### config.mk
export PLATFORM = sky130hd
export DESIGN_NAME = matrix_store_unit
export DESIGN_NICKNAME = d
export VERILOG_FILES = /design/src/rtl/matrix_store_unit.sv
export SDC_FILE = /design/constraint.sdc
export NUM_CORES = 1
export LEC_CHECK = 0
export BUFFER_PORTS_ARGS = -buffer_cell sky130_fd_sc_hd__buf_2
export CAP_MARGIN = 20
export CELL_PAD_IN_SITES_DETAIL_PLACEMENT = 1
export CELL_PAD_IN_SITES_GLOBAL_PLACEMENT = 2
export CORE_MARGIN = 2
export CORE_UTILIZATION = 29
export CTS_BUF_LIST = sky130_fd_sc_hd__clkbuf_16
export DETAILED_ROUTE_END_ITERATION = 7
export GPL_TIMING_DRIVEN = 0
export HOLD_SLACK_MARGIN = 0.15
export PLACE_DENSITY_LB_ADDON = 0.1
export SYNTH_ARGS = -nofsm -noshare
export SYNTH_HDL_FRONTEND = slang
export SYNTH_SLANG_ARGS = --single-unit
### constraint.sdc
create_clock -name clk -period 2.38 [get_ports clk]
set_input_delay 0.119 -clock clk [delete_from_list [all_inputs] [get_ports clk]]
set_output_delay 0.119 -clock clk [all_outputs]
set_load 0.005 [all_outputs]
### src/rtl/matrix_store_unit.sv
`timescale 1ns/1ps
// ---------------------------------------------------------------------------
// matrix_store_unit
//
// Store path for the 4x4 int8 matrix accumulator produced by the MOPA
// execute stage. A request carries one 128-bit matrix and a byte base
// address. The unit latches both and serialises the matrix into four 32-bit
// row writes on the data-memory write port, one row per accepted beat.
// Memory back-pressure stalls the current beat for as long as mem_ready is
// low. A request whose base address is not word aligned is rejected with a
// one-cycle err pulse and no beats.
//
// Parameters
//   ROW_STRIDE  byte distance between consecutive row addresses (multiple of 4)
//
// Ports
//   clk         clock, rising edge
//   rst         synchronous reset, active high
//   req_valid   store request present
//   req_ready   unit can accept a request (IDLE, registered)
//   req_matrix  matrix, row i = bits [i*32+31 : i*32], element j in byte j
//   req_addr    byte base address of row 0
//   mem_we      write beat valid
//   mem_ready   memory accepts the beat this cycle
//   mem_addr    beat byte address (0 when mem_we is low)
//   mem_wdata   beat data, one matrix row (0 when mem_we is low)
//   busy        request in progress
//   done        one-cycle pulse after the last beat is accepted
//   err         one-cycle pulse after a misaligned request is rejected
// ---------------------------------------------------------------------------
module matrix_store_unit #(
  parameter int ROW_STRIDE = 4
) (
  input  logic         clk,
  input  logic         rst,
  input  logic         req_valid,
  output logic         req_ready,
  input  logic [127:0] req_matrix,
  input  logic [31:0]  req_addr,
  output logic         mem_we,
  input  logic         mem_ready,
  output logic [31:0]  mem_addr,
  output logic [31:0]  mem_wdata,
  output logic         busy,
  output logic         done,
  output logic         err
);

  typedef enum logic [1:0] {
    IDLE  = 2'd0,
    STORE = 2'd1,
    FIN   = 2'd2
  } state_t;

  localparam logic [31:0] STRIDE = 32'(ROW_STRIDE);

  state_t        state;
  state_t        state_next;
  logic [127:0]  matrix_q;
  logic [31:0]   addr_q;
  logic [1:0]    row_q;
  logic          ready_q;
  logic          err_q;
  logic          accept;
  logic          aligned;
  logic          beat_done;

  // ready_q is only ever high while the FSM sits in IDLE, so an accept can
  // only happen from IDLE and needs no separate state qualifier.
  assign accept    = req_valid && ready_q;
  assign aligned   = (req_addr[1:0] == 2'b00);
  assign beat_done = (state == STORE) && mem_ready;

  // State register; reset wins over any beat completing in the same cycle,
  // which is what abandons a partial store without a done pulse.
  always_ff @(posedge clk) begin
    if (rst) begin
      state <= IDLE;
    end else begin
      state <= state_next;
    end
  end

  // Next-state logic and output decode. Beat address and data come straight
  // from the latched registers, so they hold exactly during a stall and are
  // forced to zero outside STORE.
  always_comb begin
    state_next = state;
    mem_we     = 1'b0;
    mem_addr   = 32'd0;
    mem_wdata  = 32'd0;
    busy       = 1'b0;
    done       = 1'b0;
    case (state)
      IDLE: begin
        if (accept && aligned) begin
          state_next = STORE;
        end
      end
      STORE: begin
        mem_we    = 1'b1;
        busy      = 1'b1;
        mem_addr  = addr_q;
        mem_wdata = matrix_q[{row_q, 5'b00000} +: 32];
        if (beat_done && (row_q == 2'd3)) begin
          state_next = FIN;
        end
      end
      FIN: begin
        done       = 1'b1;
        state_next = IDLE;
      end
      default: begin
        state_next = IDLE;
      end
    endcase
  end

  assign req_ready = ready_q;
  assign err       = err_q;

  // Datapath registers. addr_q advances by the stride on every completed
  // beat so the address is a plain register output; 32-bit arithmetic gives
  // the silent wrap past 0xFFFFFFFF. ready_q tracks the upcoming state so it
  // stays low through reset and rises one cycle after reset is released.
  always_ff @(posedge clk) begin
    if (rst) begin
      matrix_q <= 128'd0;
      addr_q   <= 32'd0;
      row_q    <= 2'd0;
      ready_q  <= 1'b0;
      err_q    <= 1'b0;
    end else begin
      ready_q <= (state_next == IDLE);
      err_q   <= accept && !aligned;
      if (accept) begin
        matrix_q <= req_matrix;
        addr_q   <= req_addr;
        row_q    <= 2'd0;
      end else if (beat_done) begin
        row_q  <= row_q + 2'd1;
        addr_q <= addr_q + STRIDE;
      end
    end
  end

endmodule

* After elaboration in Yosys (flattened, before gate mapping)
Index checks and enable logic that the tools add are counted.
** Word-level totals
- Register bits after elaboration :: 166
- Latch bits :: 0
- Bits in writable memories :: 0
- ROM bits :: 0
- Input bits :: 164
- Output and inout port bits :: 69
- Word-level logic and storage cells :: 32
- Memories kept :: 0
** Cells by class
- Add/sub/neg operators :: 2
- $mul :: 0
- Div/mod/pow operators :: 0
- Magnitude comparators :: 0
- Eq/ne operators :: 3
- Shift-type cells :: 1
- Muxes and demuxes :: 9
- Bitwise gates (word level) :: 0
- Reductions and logical operators :: 11
** Operators by type and width (number)
- 2-to-1 mux 32 bit :: 4
- indexed part select 128 x 8 -> 32 bit :: 1
- adder 32 x 3 -> 32 bit, second input constant :: 1
- logical NOT 2 bit :: 3
- logical AND 1 bit :: 5
- equality test 2 bit, second input constant :: 2
- 2-to-1 mux 2 bit :: 2
- one-hot mux 2 bit (2 select lines) :: 1
- adder 2 x 1 -> 2 bit, second input constant :: 1
- equality test 2 x 1 -> 1 bit, second input constant :: 1
- 2-to-1 mux 1 bit :: 2
- nonzero test 2 bit :: 1
- OR reduction 2 bit :: 1
- logical NOT 1 bit :: 1

* Longest topological paths before layout
- Depth in word-level cells :: 6
- Mapped depth :: 7

* Least setup slack after synthesis
No wires, ideal clock.
- Path type :: register to register
- Start point :: register addr_q[2]
- End point :: register addr_q[22]
- Library setup time :: 0.079 ns
- Arrival time :: 1.939 ns
- Required time :: 2.301 ns
- Slack :: 0.362 ns
- Cell stages (with the launch flop) :: 8
- Buffers on the path :: 1
- Cells stage by stage :: dfxtp_1 > ha_1 > nand4_2 > or4_4 > buf_6 > nor4_2 > xnor2_1 > a211oi_2
** On the way
- Cells in the longest elaborated chain, start to end :: 3
** RTL lines
- start: declaration :: line 60 : logic [31:0] addr_q;
- start signal: assignment :: line 138 : addr_q <= req_addr;
- start signal: assignment :: line 142 : addr_q <= addr_q + STRIDE;
- adder 32 x 3 -> 32 bit :: line 142
- 2-to-1 mux 32 bit :: line 140 : end else if (beat_done) begin
- 2-to-1 mux 32 bit :: line 136 : if (accept) begin
No other way between the ends. The select of a mux whose other input is x is not followed.
A chain may end at the register's enable or synchronous reset.

* Worst setup path after layout
- Start point :: register row_q[0]
- End point :: output port mem_wdata[11]
** On the way
- Cells in the longest elaborated chain, start to end :: 2
** RTL lines
- start: declaration :: line 61 : logic [1:0] row_q;
- start signal: assignment :: line 141 : row_q <= row_q + 2'd1;
- indexed part select 128 x 8 -> 32 bit :: line 104 : mem_wdata = matrix_q[{row_q, 5'b00000} +: 32];
- 2-to-1 mux 32 bit :: line 94 : case (state)
- end: declaration :: line 43 : output logic [31:0] mem_wdata,
No other way between the ends.

==> flow_summary_export.csv <==
group,metric,value,unit
setup_path,r2r_cells,7,
die,core-area,25300,sq um
run_status,outcome,"complete, no violations",
die,die_area,27100,sq um
setup_path,critPathCapture,"mem_wdata[11]",
routing,vias_per_cell,4.72,
routing,drtIter0Drc,330,
placed_design,pre_cts_ws,-0.00495,ns
die,io_pins,233,
pwr,power_frac_seq,46.2,%
die,die_h,165,um
placed_design,portBuffers,230,
logic_synthesis,synth_seq_cells,166,
grt,gr-usage-all-layers,22.4,%
die,start_util,29.7,%
placed_design,dp_hpwl,20900,um
clocking,clkTransAtPathRegs,0.06,ns
final_layout,syn_to_final_growth,51.8,%
final_layout,layout.nets,1485,
pwr,pwr-share-clk,40.3,%
clocking,numCtsBuffers,17,
routing,wl_per_cell,18.0,um
clocking,cts_root_buffer,"clkbuf_16",
logic_synthesis,synth-edff-count,0,
setup_path,crit_type,"reg -> out",
setup_path,r2r_start,"addr_q[3]$_SDFFE_PP0P_",
run,drv_cap,0,
timing,slew_headroom,53.6,%
setup_path,required,2.26,ns
logic_synthesis,synth_nets,1066,
placed_design,placed_area,9060,sq um
setup_path,critPathMaxStageDelay,0.53,ns
logic_synthesis,yosysWarnings,0,
routing,drc,0,
grt,gr-total-overflow,0,
logic_synthesis,ys_top_cells_by_area,"dfxtp_1 (44%), nand2_1 (14%), mux4_2 (9.6%), a21oi_1 (8.7%), and2_1 (5.2%)",
placed_design,gp_congestion,0.732,
pwr,vdd_ir_drop_max,0.377,mV
clocking,insertion_delay,0.43,ns
setup_path,startpoint_type,"register",
logic_synthesis,ys_types,41,
setup_path,worstPathMaxFanout,10,
setup_path,slowest_stage,"mux4_2",
die,num_rows,58,
clocking,cts_tree,"done",
pwr,power,6.58,mW
timing,slew_viol_final,0,
min_path,hold_path.class,"in -> reg",
routing,wl,29900,um
timing,setup_viol,0,
timing,fin_crit_sh,95.6,%
pwr,netSwitchingFraction,27.9,%
die,die_w,165,um
setup_path,regToRegSetupSlack,0.13,ns
logic_synthesis,ys_seq_area_share,44.3,%
timing,max_freq,440,MHz
pwr,p_leak,4.70,nW
timing,rsz0062_at_grt,"true",
grt,antenna_found_initial,3,
logic_synthesis,async_reset_ff_share,0,%
timing,finalHoldViolCount,0,
clocking,clockBufferDepth,2,
clocking,htreeDepth,4,
pwr,power.switching,1.83,mW
timing,setup_ws,0.106,ns
pwr,p_comb_share,13.5,%
setup_path,startpoint,"row_q[0]$_SDFFE_PP0P_",
timing,fin_skew,0.0147,ns
setup_path,path_cells,"clkbuf_2, buf_4, mux4_2, and2_1, buf_2",
timing,worstMarginPinSlew,0.696,ns
routing,antenna_left,0,
grt,grt_pass1_wl,46100,um
routing,drt_first_pass_iters,4,
timing,fin_crit,2.27,ns
logic_synthesis,syn_inst,900,
setup_path,endpoint_kind,"output port",
logic_synthesis,synth.largest_area_cell,"dfxtp_1",
routing,num_vias,7857,
logic_synthesis,synth_area,7490,sq um
grt,grt_max_degree,17,
logic_synthesis,synthFlopType,"dfxtp_1",
pwr,intPower,4.75,mW
grt,grt_pass1_vias,8226,
final_layout,drive_above_1_share,25.1,%
final_layout,fin_area,11400,sq um
logic_synthesis,yosys.area.top_type_share,44.3,%
logic_synthesis,syn_avg_cell_area,8.33,sq um
clocking,numClockSinks,166,
setup_path,cp_data_arrival_time,2.16,ns
pwr,power.density,578,nW/um^2
setup_path,r2r-end,"addr_q[22]$_SDFFE_PP0P_",
## critical path, delay by kind of cell (launching register included)
family	cells	cell delay, ns
buffers and inverters	3	0.66
flip-flops	1	0.35
multiplexers	1	0.53
AND/OR/NAND/NOR	1	0.19
## final cells by class
class                      count  area [sq um]
tap                          330           413
fill                        3123         13900
clock inverter                14           123
timing repair buffer         400          2840
antenna                        3          7.51
clock buffer                  17           425
buffer                        73           320
sequential                   166          3320
inverter                       4          15.0
multi-input combinational    657          3900
## power groups by stage
| stage | sequential (mW) | clock (mW) | combinational (mW) |
|---|---|---|---|
| floorplan | 3.06 | 0 | 0.367 |
| global route | 3.06 | 2.83 | 0.990 |
| global placement | 3.10 | 0 | 0.665 |
| CTS | 3.04 | 2.71 | 0.894 |
| finish | 3.04 | 2.65 | 0.890 |
| detailed placement | 3.10 | 0 | 0.677 |
## cells in the mapped netlist, types with 2 or more instances
library cell and n:
nor3_1 12, xor2_1 13, nand3_1 12, xnor2_1 11
nor4_4 2, mux4_2 32, or3_1 5, nand4_1 6
inv_1 4, buf_2 4, a311oi_1 8, buf_1 7
and3_1 3, dfxtp_1 166, a211oi_1 22, a21oi_1 131
nand2_1 275, and4_1 2, o21ai_0 6, nand4_2 2
nor2_1 36, nand2b_1 2, clkbuf_1 59, and2_1 62
ha_1 2
## state kept, by name (all words and copies together), names as in the netlist
| name | cells |
|---|---|
| state | 2 |
| req_ready | 1 |
| matrix_q | 128 |
| addr_q | 32 |
| err | 1 |
| row_q | 2 |
## layout by cell type, fill, tap and decap left out, drive strengths merged, types with 23 or more instances in the layout
| cell | count |
|---|---|
| buf | 245 |
| clkbuf | 79 |
| and2 | 63 |
| a21oi | 131 |
| nand2 | 275 |
| dlygate4sd3 | 166 |
| dfxtp | 166 |
| nor2 | 36 |
| a211oi | 23 |
| mux4 | 32 |
## cells by family (layout without fill, tap and decap cells)
kind of cell,count (synthesis),count (layout),share of synthesized area [%]
xor+xnor,24,24,2.81
flops,166,166,44.3
other cells,0,3,0
simple gates,429,429,26.1
compound gates,169,169,12.5
buf+inv,77,508,4.09
fa+ha+maj,2,2,0.334
mux,33,33,9.75
## what timing repair did
action | 4_1_cts | 5_1_grt
resized for setup | 12 | 22
pin swaps | 1 | 1
setup endpoints to repair | 61 | 70
hold endpoints to repair | 162 | 0
buffers inserted | 0 | 4
hold buffers | 166 | 0
## metrics by stage
step           cells  utilization [%]  TNS (ns)  hold slack [ns]
6_report        1664             45.0         0            0.226
5_1_grt         1664             45.0   -0.0687            0.267
4_1_cts         1657             44.7         0            0.229
3_5_place_dp    1460             35.9  -0.00495            0.367
3_3_place_gp    1460             35.9         0            0.365
2_1_floorplan    900                -         0            0.255
## how the worst min path moves through the flow
stage / from / to / slack, ns / cells after the start
3_3_place_gp: req_matrix[96] / matrix_q[96]$_SDFFE_PP0P_ / 0.36 / 3
4_1_cts: rst / addr_q[4]$_SDFFE_PP0P_ / 0.23 / 2
5_1_grt: rst / row_q[1]$_SDFFE_PP0P_ / 0.27 / 2
2_1_floorplan: req_addr[0] / addr_q[0]$_SDFFE_PP0P_ / 0.25 / 2
3_5_place_dp: req_matrix[30] / matrix_q[30]$_SDFFE_PP0P_ / 0.37 / 3
6_report: rst / addr_q[4]$_SDFFE_PP0P_ / 0.23 / 2
## routing by layer
| layer | GRT usage, % | part of all wire, % | vias up |
|---|---|---|---|
| met1 | 29.1 | 46 | 3775 |
| met3 | 3.31 | 3.7 | 25 |
| met5 | 0 | 0 | - |
| met4 | 5.73 | 1.4 | 0 |
| met2 | 39.1 | 49 | 173 |
| li1 | - | - | 3884 |
Note: power is estimated with default switching activity, not from simulation.
